<file path="src/rtl/jzjpcc_isa_pkg.sv">
// Shared RV32I ISA definitions: opcodes, instruction formats, immediate ranges.
// Used by both the decode stage and the instruction encoder.
package jzjpcc_isa_pkg;

    typedef enum logic [4:0] {
        OPC_LOAD     = 5'b00000,
        OPC_MISC_MEM = 5'b00011,
        OPC_OP_IMM   = 5'b00100,
        OPC_AUIPC    = 5'b00101,
        OPC_STORE    = 5'b01000,
        OPC_OP       = 5'b01100,
        OPC_LUI      = 5'b01101,
        OPC_BRANCH   = 5'b11000,
        OPC_JALR     = 5'b11001,
        OPC_JAL      = 5'b11011,
        OPC_SYSTEM   = 5'b11100
    } opcode_e;

    typedef enum logic [2:0] {
        FMT_R,
        FMT_I,
        FMT_S,
        FMT_B,
        FMT_U,
        FMT_J,
        FMT_BAD
    } fmt_e;

    localparam logic signed [31:0] IMM_I_MIN = -32'sd2048;
    localparam logic signed [31:0] IMM_I_MAX = 32'sd2047;
    localparam logic signed [31:0] IMM_B_MIN = -32'sd4096;
    localparam logic signed [31:0] IMM_B_MAX = 32'sd4094;
    localparam logic signed [31:0] IMM_J_MIN = -32'sd1048576;
    localparam logic signed [31:0] IMM_J_MAX = 32'sd1048574;

    // S1 holding register: request fields plus their classification
    typedef struct packed {
        logic [4:0]  opcode;
        logic [4:0]  rd;
        logic [4:0]  rs1;
        logic [4:0]  rs2;
        logic [2:0]  funct3;
        logic [6:0]  funct7;
        logic [31:0] imm;
        fmt_e        fmt;
        logic        err;
    } s1_t;

    function automatic fmt_e opcode_format(input logic [4:0] op);
        fmt_e f;
        case (op)
            OPC_LOAD, OPC_OP_IMM, OPC_JALR,
            OPC_MISC_MEM, OPC_SYSTEM: f = FMT_I;
            OPC_STORE:                f = FMT_S;
            OPC_BRANCH:               f = FMT_B;
            OPC_LUI, OPC_AUIPC:       f = FMT_U;
            OPC_JAL:                  f = FMT_J;
            OPC_OP:                   f = FMT_R;
            default:                  f = FMT_BAD;
        endcase
        return f;
    endfunction

endpackage

</file>
<file path="src/rtl/jzjpcc_imm_range_check.sv">
// Combinational format classifier and immediate representability check.
import jzjpcc_isa_pkg::*;

module jzjpcc_imm_range_check (
    input  logic [4:0]  opcode_i,
    input  logic [31:0] imm_i,
    output fmt_e        fmt_o,
    output logic        err_o
);

    logic signed [31:0] simm;
    logic               in_i;
    logic               in_b;
    logic               in_j;

    always_comb begin
        simm = $signed(imm_i);
        in_i = (simm >= IMM_I_MIN) && (simm <= IMM_I_MAX);
        in_b = (simm >= IMM_B_MIN) && (simm <= IMM_B_MAX);
        in_j = (simm >= IMM_J_MIN) && (simm <= IMM_J_MAX);
        fmt_o = opcode_format(opcode_i);
        unique case (fmt_o)
            FMT_R:        err_o = 1'b0;
            FMT_I, FMT_S: err_o = !in_i;
            FMT_B:        err_o = !in_b || imm_i[0];
            FMT_J:        err_o = !in_j || imm_i[0];
            FMT_U:        err_o = |imm_i[11:0];
            default:      err_o = 1'b1;
        endcase
    end

endmodule

</file>
<file path="src/rtl/jzjpcc_instruction_encoder.sv">
// Two-stage RV32I instruction encoder: S1 classifies, S2 holds the packed
// word; valid/ready on both ends with a saturating error counter.
import jzjpcc_isa_pkg::*;

module jzjpcc_instruction_encoder #(
    parameter int ERROR_COUNT_WIDTH = 16
) (
    input  logic                         clock,
    input  logic                         reset,
    input  logic                         in_valid,
    output logic                         in_ready,
    input  logic [4:0]                   opcode,
    input  logic [4:0]                   rd,
    input  logic [4:0]                   rs1,
    input  logic [4:0]                   rs2,
    input  logic [2:0]                   funct3,
    input  logic [6:0]                   funct7,
    input  logic [31:0]                  immediate,
    output logic                         out_valid,
    input  logic                         out_ready,
    output logic [31:0]                  instruction,
    output logic                         imm_error,
    output logic [ERROR_COUNT_WIDTH-1:0] error_count
);

    logic                         s1_valid_q, s1_valid_d;
    s1_t                          s1_q, s1_d;
    logic                         s2_valid_q, s2_valid_d;
    logic [31:0]                  word_q, word_d;
    logic                         err_q, err_d;
    logic [ERROR_COUNT_WIDTH-1:0] cnt_q, cnt_d;

    fmt_e        fmt_c;
    logic        rerr_c;
    logic [31:0] pack_c;
    logic [6:0]  op7;
    logic [31:0] imm;
    logic        s2_load;
    logic        s1_adv;
    logic        in_fire;
    logic        out_fire;

    jzjpcc_imm_range_check u_range (
        .opcode_i (opcode),
        .imm_i    (immediate),
        .fmt_o    (fmt_c),
        .err_o    (rerr_c)
    );

    assign s2_load  = !s2_valid_q || out_ready;
    assign s1_adv   = s1_valid_q && s2_load;
    assign in_ready = !reset && (!s1_valid_q || s1_adv);
    assign in_fire  = in_valid && in_ready;
    assign out_fire = s2_valid_q && out_ready;

    always_comb begin
        s1_d       = s1_q;
        s1_valid_d = s1_valid_q;
        if (s1_adv) s1_valid_d = 1'b0;
        if (in_fire) begin
            s1_valid_d = 1'b1;
            s1_d.opcode = opcode;
            s1_d.rd     = rd;
            s1_d.rs1    = rs1;
            s1_d.rs2    = rs2;
            s1_d.funct3 = funct3;
            s1_d.funct7 = funct7;
            s1_d.imm    = immediate;
            s1_d.fmt    = fmt_c;
            s1_d.err    = rerr_c;
        end
    end

    // Out-of-range immediates still pack their truncated low bits
    always_comb begin
        op7 = {s1_q.opcode, 2'b11};
        imm = s1_q.imm;
        unique case (s1_q.fmt)
            FMT_R: pack_c = {s1_q.funct7, s1_q.rs2, s1_q.rs1,
                             s1_q.funct3, s1_q.rd, op7};
            FMT_I: pack_c = {imm[11:0], s1_q.rs1,
                             s1_q.funct3, s1_q.rd, op7};
            FMT_S: pack_c = {imm[11:5], s1_q.rs2, s1_q.rs1,
                             s1_q.funct3, imm[4:0], op7};
            FMT_B: pack_c = {imm[12], imm[10:5], s1_q.rs2, s1_q.rs1,
                             s1_q.funct3, imm[4:1], imm[11], op7};
            FMT_U: pack_c = {imm[31:12], s1_q.rd, op7};
            FMT_J: pack_c = {imm[20], imm[10:1], imm[11],
                             imm[19:12], s1_q.rd, op7};
            default: pack_c = {25'b0, op7};
        endcase
    end

    always_comb begin
        s2_valid_d = s2_load ? s1_valid_q : s2_valid_q;
        word_d     = s1_adv ? pack_c : word_q;
        err_d      = s1_adv ? s1_q.err : err_q;
        cnt_d      = cnt_q;
        if (out_fire && err_q && (cnt_q != '1))
            cnt_d = cnt_q + ERROR_COUNT_WIDTH'(1);
    end

    always_ff @(posedge clock) begin
        if (reset) begin
            s1_valid_q <= 1'b0;
            s1_q       <= '0;
            s2_valid_q <= 1'b0;
            word_q     <= '0;
            err_q      <= 1'b0;
            cnt_q      <= '0;
        end else begin
            s1_valid_q <= s1_valid_d;
            s1_q       <= s1_d;
            s2_valid_q <= s2_valid_d;
            word_q     <= word_d;
            err_q      <= err_d;
            cnt_q      <= cnt_d;
        end
    end

    assign out_valid   = s2_valid_q;
    assign instruction = word_q;
    assign imm_error   = err_q;
    assign error_count = cnt_q;

endmodule

</file>
<file path="config.mk">
export PLATFORM = sky130hd
export DESIGN_NAME = jzjpcc_instruction_encoder
export DESIGN_NICKNAME = d
export VERILOG_FILES = /design/src/rtl/jzjpcc_isa_pkg.sv /design/src/rtl/jzjpcc_imm_range_check.sv /design/src/rtl/jzjpcc_instruction_encoder.sv
export SDC_FILE = /design/constraint.sdc
export NUM_CORES = 1
export LEC_CHECK = 0
export CAP_MARGIN = 20
export CELL_PAD_IN_SITES_DETAIL_PLACEMENT = 1
export CELL_PAD_IN_SITES_GLOBAL_PLACEMENT = 2
export CORE_MARGIN = 4
export CORE_UTILIZATION = 29
export CTS_CLUSTER_SIZE = 20
export DETAILED_ROUTE_END_ITERATION = 7
export PLACE_DENSITY_LB_ADDON = 0.1
export SLEW_MARGIN = 20
export SYNTH_ARGS = -nofsm -noshare
export SYNTH_HDL_FRONTEND = slang
export SYNTH_HIERARCHICAL = 1
export SYNTH_SLANG_ARGS = --single-unit
</file>
<file path="constraint.sdc">
create_clock -name clock -period 2.2 [get_ports clock]
set_input_delay 0.66 -clock clock [delete_from_list [all_inputs] [get_ports clock]]
set_output_delay 0.66 -clock clock [all_outputs]
set_load 0.02 [all_outputs]
</file>
After elaboration in Yosys (flattened, before gate mapping)
Memories as Yosys holds them, arrays and structs flattened. Index checks and enable logic that the tools add are counted.

Input bits: 66. Memories kept: 1. Output and inout port bits: 51. Memory bits (read-only): 96. Register bits: 117.

Memory list: (name not given) (depth 32, width 3, read ports 1, clocked after memory_dff 0, wr ports 0, RTL line jzjpcc_isa_pkg.sv:51) `case (op)`.

Reduce and logical (&&, ||, !) cells: 24. Mux-type cells: 4. Magnitude comparators: 6. Eq/ne operators: 11. Add/subtract/negate cells: 1.

Operators with widths (number): 32-bit case mux with 6 select lines (1); 32-bit by 12-bit greater-or-equal comparator with 1-bit output, second input constant (1); 32-bit by 13-bit greater-or-equal comparator with 1-bit output, second input constant (1); 32-bit by 21-bit greater-or-equal comparator with 1-bit output, second input constant (1); 32-bit by 12-bit <= comparator with 1-bit output, second input constant (1); 32-bit by 13-bit <= comparator with 1-bit output, second input constant (1); 32-bit by 21-bit <= comparator with 1-bit output, second input constant (1); 16-bit by 1-bit adder with 16-bit output, second input constant (1); 16-bit != test, second input constant (1); 3-bit by 2-bit == test with 1-bit output, second input constant (4); 3-bit == test, second input constant (4); 12-bit OR reduction (1); 1-bit logical AND (9); 3-bit by 1-bit == test with 1-bit output, second input constant (2); 1-bit zero test (6); 3-bit zero test (2); 1-bit case mux with 5 select lines (1); 1-bit logical OR (4); 1-bit two-way mux (2); 2-bit nonzero test (1); 2-bit OR reduction (1).

Longest topological paths before layout
Gate-level depths: netlist of run 1.

Depth after elaboration: 7. Depth in mapped cells: 10. Gate-level depth less buffers: 10.

Modules after synthesis
The synthesis of run 1 kept the hierarchy.

By module, submodules not included: jzjpcc_instruction_encoder (sequential area each 2322.2 um^2, area an instance 4782.1 um^2, times used 1, cells each 567); jzjpcc_imm_range_check (sequential area each 0.0 um^2, area an instance 362.8 um^2, times used 1, cells each 59).

Least setup slack after synthesis of run 1
OpenSTA, ideal clock, no wires.

Path kind: input to output. Start point: input port reset. End point: output port in_ready. Arrival time: 1.610 ns. Slack: -0.070 ns. Cell stages on the path: 4. Cells stage by stage: clkbuf_1 clkbuf_1 buf_1 a21oi_1.

Word-level cells in the longest chain between the ends: 2.

Ends and longest elaborated chain: start: declaration (RTL line jzjpcc_instruction_encoder.sv:9) `input logic reset,`; 1-bit zero test (RTL line jzjpcc_instruction_encoder.sv:52) `assign in_ready = !reset && (!s1_valid_q || s1_adv);`; 1-bit logical AND (RTL line jzjpcc_instruction_encoder.sv:52); end: declaration (RTL line jzjpcc_instruction_encoder.sv:11) `output logic in_ready,`.

No other way between the ends.

Worst setup path after layout of run 1
Start point: register cnt_q[6] (netlist: error_count[6]). End point: output port error_count[6].

RTL lines: start: declaration (RTL line jzjpcc_instruction_encoder.sv:31) `logic [ERROR_COUNT_WIDTH-1:0] cnt_q, cnt_d;`; start signal: assignment (RTL line jzjpcc_instruction_encoder.sv:117) `cnt_q <= cnt_d;`; end: declaration (RTL line jzjpcc_instruction_encoder.sv:23) `output logic [ERROR_COUNT_WIDTH-1:0] error_count`.

No word-level cell between the ends.

==> results of run 1 <==
## state kept, by name, indices dropped and copies added (netlist names)
signal	cells
imm	32
instruction	31
s1_q	29
error_count	16
op7	5
imm_error	1
out_valid	1
s1_valid_q	1
## kinds of logic (layout without fill, tap and decap cells)
logic type	count (synthesis)	in the layout	synth area share (%)
AOI/OAI and AO/OA	168	168	20.9
muxes	7	7	1.48
DFF	116	116	45.1
adders and majority gates	4	4	0.973
xor gates and xnor gates	3	3	0.511
and+or+nand+nor	277	277	27.0
buffers and inverters	51	228	3.96
## report_power, final
part | total (mW) | switching (mW) | internal [mW]
logic | 0.816 | 0.404 | 0.412
registers | 2.33 | 0.0984 | 2.23
clock network | 2.99 | 0.962 | 2.03
total | 6.14 | 1.46 | 4.67
## metrics by stage
step	worst slack, ns	utilization (%)
floorplan	0.0768	-
global placement	-0.528	40.7
detailed placement	-0.615	40.7
CTS	0.000524	44.6
global route	0.000186	44.9
finish	0.0656	44.9
## tightest hold or removal path, cell delays in order, from the launching register on
cell,delay (ns)
dfxtp_1,0.30
nand2_1,0.05
a21oi_1,0.05
## layout make-up
type / instances / area (sq um)
clock buffer: 22 / 494
clock inverter: 8 / 148
fill: 2013 / 9570
inverter: 9 / 33.8
multi-input combinational: 459 / 2700
sequential: 116 / 2320
tap: 225 / 282
timing repair buffer: 189 / 1810
## layer usage
layer | GRT usage (%) | vias to the layer above | part of all wire [%]
met3 | 4.00 | 28 | 3.9
li1 | - | 2566 | -
met5 | 0 | - | 0
met4 | 6.94 | 0 | 2.6
met2 | 28.9 | 109 | 47
met1 | 22.5 | 2486 | 47
## cells in the final DEF, fill, tap and decap left out, types with 8 or more instances in the layout
| master | n |
|---|---|
| a22o_1 | 16 |
| dfxtp_1 | 116 |
| nand2_1 | 86 |
| nand3_1 | 8 |
| nor3_1 | 26 |
| nand2b_1 | 68 |
| o31ai_1 | 9 |
| buf_12 | 8 |
| clkdlybuf4s50_1 | 102 |
| nor2_1 | 42 |
| a221oi_1 | 19 |
| a21oi_1 | 26 |
| o21ai_0 | 70 |
| clkbuf_16 | 17 |
| nand4_1 | 13 |
| buf_4 | 65 |
## final timing paths
path	from	end	slack, ns	depth (start not counted)
setup / recovery	error_count[6]	error_count[6]	0.07	1
hold / removal	instruction[3]	instruction[3]	0.45	2
setup reg to reg	error_count[5]	error_count[15]	0.24	4
hold reg to reg	instruction[3]	instruction[3]	0.45	2
## repair_timing
item | in CTS | in global routing
buffers inserted | 1 | 0
hold buffers | 0 | 0
endpoints found under the setup margin | 5 | 11
gates resized for setup | 17 | 11
pin swaps | 5 | 1
==> out/qor.yml, run 1 <==
timing:
  hold_ws_ns: 0.451
  period_minus_slack_ns: 2.13
  finalMaxSlewViolations: 0
  fin_skew_ns: 0.00868
  rsz0062_at_grt: "false"
  fmax_mhz: 469
  setup_viol: 0
  hold_violations: 0
  fin_tns_setup_ns: 0
  worst_slew_pin_slew_ns: 0.878
  slew_headroom_pct: 41.3
  finalCritPeriodShare_pct: 97.0
clock_tree:
  clockRootBuffer: "clkbuf_16"
  cts.clk_slew.worst_paths_ns: 0.06
  cts_buffers: 17
  cts_sinks: 116
  clock_latency_ns: 0.41
  clockBufferDepth: 2
  cts_tree: "built"
  h-tree-depth: 4
grt:
  grt_antenna_before_repair: 0
  groute.usage.overall_pct: 17.6
  grt_pass1_vias: 5486
  grt_first_pass_wirelength_mm: 28.2
  grt_max_degree: 117
  globalRoute.totalOverflow: 0
floorplan:
  core_sq_um: 17400
  rows: 48
  chipWidth_um: 141
  io_pins: 117
  initial_core_util_pct: 29.6
  die_area_sq_um: 19900
  die_h_um: 141
job:
  cap_violations: 0
setup_path:
  crit_required_ns: 1.54
  critical_path.endpoint_type: "output pin"
  startpoint_type: "register"
  arrival_ns: 1.47
  cp_slowest_stage_delay_ns: 0.64
  critical_path_class: "register to output pin"
  worstPathCellList: "clkdlybuf4s50_1"
  cp_slowest_cell: "clkdlybuf4s50_1"
  cp.buffers_inverters: 1
  cpLargestDelayFamily: "buffers and inverters"
  worstPathMaxFanout: 6
route:
  dr_total_vias: 5189
  routed_wl_mm: 17.3
  post-route-drc-count: 0
  drtAntennaViolNets: 0
  firstDrtPassIters: 7
  via_per_inst: 5.05
  wl_per_cell_um: 16.9
  first_iter_violations: 249
logic_synthesis:
  synth_top_area_cell: "dfxtp_1"
  synth_nets: 696
  async_flop_share_pct: 0
  ys_seq_area_share_pct: 45.1
  avgSynthCellArea_sq_um: 8.22
  synth_common_cells: "dfxtp_1 (116), nand2_1 (86), o21ai_0 (70)"
  ys_top_cells_by_area: "dfxtp_1 (45%), nand2b_1 (8.3%), o21ai_0 (6.8%)"
  netlist_area_sq_um: 5140
  synth_top_area_share_pct: 45.1
  synthFlopType: "dfxtp_1"
  ys_types: 45
  ys_seq_elements: 116
  postSynthCellCount: 626
  synth_edf_count: 0
  yosysMostFrequentCell: "dfxtp_1"
  yosysWarnings: 6
placement:
  io_buffers: 116
  dp_hpwl_mm: 12.7
  place_inst: 997
  place.gp.congestion: 0.874
  place_area_sq_um: 7070
status:
  outcome: "complete, no violations"
pwr:
  power_mw: 6.14
  leakage_nw: 2.96
  powerDensity_nw_per_um2: 789
  vdd_drop_max_mv: 0.604
finish:
  final_area_sq_um: 7780
  num-nets-final: 862
  diodes: 0
  final_cell_count_no_fill: 1028
  drive_gt1_share_pct: 15.9
  syn_to_final_growth_pct: 51.3
worst_hold_path:
  hp-class: "register to register"
Note: power is estimated with default switching activity, not from simulation.
==> inputs of run 2 (changes only) <==
- CORE_UTILIZATION: 29 -> 28
- SYNTH_HIERARCHICAL: 1 -> unset
==> run 2 against run 1 <==
Final cell count rose by 0.29%. Critical path depth is 7 higher. Final area down 3.0%. Critical endpoint is now s1_q[0]. Critical path type is now input pin to register.
==> out/qor.yml, run 2 <==
status:
  outcome: "complete, no violations"
timing:
  hold_violations: 0  # unchanged
  fin_tns_setup_ns: 0  # unchanged
  setup_viol: 0  # unchanged
  fmax_mhz: 464  # -0.87%
  slew_headroom_pct: 45.4  # +4.0 points
  rsz0062_at_grt: "true"
  period_minus_slack_ns: 2.15  # +0.0187 ns
  finalMaxSlewViolations: 0  # unchanged
  worst_slew_pin_slew_ns: 0.817  # -0.0613 ns
  postLayoutSetupSlackWorst_ns: 0.0469  # -0.0187 ns
  fin_skew_ns: 0.00790  # -0.000774 ns
  finalCritPeriodShare_pct: 97.9  # +0.85 points
floorplan:
  rows: 48  # unchanged
  chipWidth_um: 141  # about the same
  die_area_sq_um: 19900  # about the same
  io_pins: 117  # unchanged
  initial_core_util_pct: 28.6  # -1.0 points
  die_h_um: 141  # about the same
  core_sq_um: 17400  # unchanged
placement:
  place.gp.congestion: 0.856  # -2.1%
  place_inst: 999  # +0.20%
  dp_slack_ns: -0.686  # -0.0710 ns
  io_buffers: 116  # unchanged
  dp_hpwl_mm: 12.5  # -0.81%
logic_synthesis:
  synth_edf_count: 0  # unchanged
  synthAdderAreaFrac_pct: 1.01  # +0.034 points
  synth_common_cells: "nand2_1 (148), dfxtp_1 (116), nand3_1 (72)"
  ys_seq_area_share_pct: 46.7  # +1.6 points
  yosysWarnings: 0  # -6
  synth_xor_area_share_pct: 2.64  # +2.1 points
  postSynthCellCount: 630  # +0.64%
  synthFlopType: "dfxtp_1"
  async_flop_share_pct: 0  # unchanged
  yosysMostFrequentCell: "nand2_1"
  ys_top_cells_by_area: "dfxtp_1 (47%), nand2_1 (11%), nand3_1 (7.2%)"
  synthMuxAreaShare_pct: 1.33  # -0.15 points
  synth_compound_area_share_pct: 13.6  # -7.3 points
  netlist_area_sq_um: 4970  # -3.4%
  avgSynthCellArea_sq_um: 7.89  # -4.0%
  synthSimpleGateAreaFrac_pct: 30.6  # +3.5 points
  synth_top_area_share_pct: 46.7  # +1.6 points
  ys_seq_elements: 116  # unchanged
  synth_top_area_cell: "dfxtp_1"
  synth_top_family_by_area: "simple AND/OR/NAND/NOR gates"
  synth_nets: 700  # +0.57%
  ys_types: 44  # -2.2%
setup_path:
  crit_required_ns: 2.49  # +0.95 ns
  worstPathCellList: "clkdlybuf4s50_1 > nor4_1 > nand2_2 > nor3_2 > buf_4 > a2111oi_4 > a221o_1 > o2bb2ai_1"
  cp_slowest_cell: "clkdlybuf4s50_1"
  critical_path_class: "input pin to register"
  cp.buffers_inverters: 2  # +1
  arrival_ns: 2.44  # +0.97 ns
  cpLargestDelayFamily: "simple AND/OR/NAND/NOR gates"
  critical_path.endpoint_type: "register"
  startpoint_type: "input pin"
  worstPathMaxFanout: 3  # -3
  cp_slowest_stage_delay_ns: 0.46  # -0.18 ns
grt:
  grt_pass1_vias: 5547  # +1.1%
  globalRoute.totalOverflow: 0  # unchanged
  grt_max_degree: 53  # -55%
  groute.usage.overall_pct: 17.6  # about the same
  grt_antenna_before_repair: 0  # unchanged
  grt_first_pass_wirelength_mm: 28.2  # about the same
pwr:
  power_mw: 5.87  # -4.5%
  vdd_drop_max_mv: 0.551  # -8.7%
  powerDensity_nw_per_um2: 776  # -1.5%
  leakage_nw: 3.16  # +6.7%
clock_tree:
  clockBufferDepth: 2  # unchanged
  cts_buffers: 17  # unchanged
  clockRootBuffer: "clkbuf_16"
  cts.clk_slew.worst_paths_ns: 0.05  # about the same
  cts_tree: "built"
  h-tree-depth: 4  # unchanged
  clock_latency_ns: 0.41  # about the same
  hold_buffers: 0  # unchanged
  cts_sinks: 116  # unchanged
finish:
  diodes: 0  # unchanged
  nFillCells: 2067  # +2.7%
  final_cell_mix: "nand2_1 (146), dfxtp_1 (116), clkdlybuf4s50_1 (102)"
  layout_commonest_cell: "nand2_1"
  num-nets-final: 864  # +0.23%
  largest_register_ffs: 32  # unchanged
  drive_gt1_share_pct: 16.7  # +0.81 points
  syn_to_final_growth_pct: 52.0
  final_cell_count_no_fill: 1031  # +0.29%
route:
  dr_total_vias: 5111  # -1.5%
  drtAntennaViolNets: 0  # unchanged
  post-route-drc-count: 0  # unchanged
  first_iter_violations: 214  # -14%
  firstDrtPassIters: 4  # -3
  routed_wl_mm: 17.2  # -0.69%
  via_per_inst: 4.96  # -1.8%
  wl_per_cell_um: 16.7  # -0.98%
worst_hold_path:
  hp-class: "register to register"
job:
  cap_violations: 0  # unchanged
-- run 2: changes by cell type after synthesis, moves of 8 or more --
cell,previous run,this run
a21oi_1,28,18
a22o_1,16,0
a22oi_1,5,16
clkbuf_1,33,41
nand2_1,86,148
nand2b_1,68,2
nand3_1,9,72
nor2_1,42,56
o21ai_0,70,18
-- run 2: through the flow --
step / util, % / hold WS (ns) / cell area (sq um)
CTS: 43.1 / 0.458 / 7480
finish: 43.5 / 0.455 / 7550
global route: 43.5 / 0.475 / 7550
detailed placement: 39.6 / 0.450 / 6880
global placement: 39.6 / 0.441 / 6880
floorplan: - / 0.429 / 5010
-- run 2: metal layers --
metal	global-route usage, %	wire [um]	vias up	part of all wire, %
li1	-	-	2527	-
met5	0	0	-	0
met1	21.6	8020	2462	47
met2	30.5	8320	103	48
met3	3.63	634	19	3.7
met4	6.22	250	0	1.5
-- run 2: worst paths after layout --
| path | start | end | cells past startpoint | slack, ns |
|---|---|---|---|---|
| min | op7[4] | instruction[4] | 2 | 0.46 |
| min reg2reg | op7[4] | instruction[4] | 2 | 0.46 |
| max | immediate[15] | s1_q[0] | 8 | 0.05 |
| max reg2reg | error_count[1] | error_count[10] | 7 | 0.32 |
-- run 2: kinds of logic after synthesis --
| family | count (synthesis) |
|---|---|
| AO/OA/AOI/OAI | 95 |
| XOR/XNOR | 15 |
| adder cells (fa/ha/maj) | 4 |
| buffers and inverters | 53 |
| flip-flops | 116 |
| multiplexers | 6 |
| AND/OR/NAND/NOR | 341 |
-- run 2: worst register-to-register path, delay by kind of cell (launching register included) --
kind,cells,cell delay (ns)
flip-flops,1,0.39
XOR/XNOR,1,0.14
buffers and inverters,1,0.15
adder cells (fa/ha/maj),1,0.22
AND/OR/NAND/NOR,3,0.47
AO/OA/AOI/OAI,1,0.40
-- run 2: repair_timing --
item,CTS,global route
endpoints found under the setup margin,2,4
setup buffers,1,0
gates resized for setup,14,21
pin swaps,5,6
-- run 2: cell type report --
| type | instances | area (sq um) | area share (%) |
|---|---|---|---|
| Clock inverter | 9 | 104 | 1.37 |
| Inverter | 8 | 37.5 | 0.497 |
| Tap cell | 225 | 282 | 3.73 |
| Clock buffer | 22 | 474 | 6.28 |
| Sequential cell | 116 | 2320 | 30.7 |
| Multi-Input combinational cell | 461 | 2540 | 33.6 |
| Timing Repair Buffer | 190 | 1800 | 23.8 |
-- run 2: where the power goes --
part | total, mW | internal, mW | switching, mW
clock | 2.71 | 1.74 | 0.970
sequential | 2.32 | 2.23 | 0.0864
combinational | 0.833 | 0.398 | 0.435
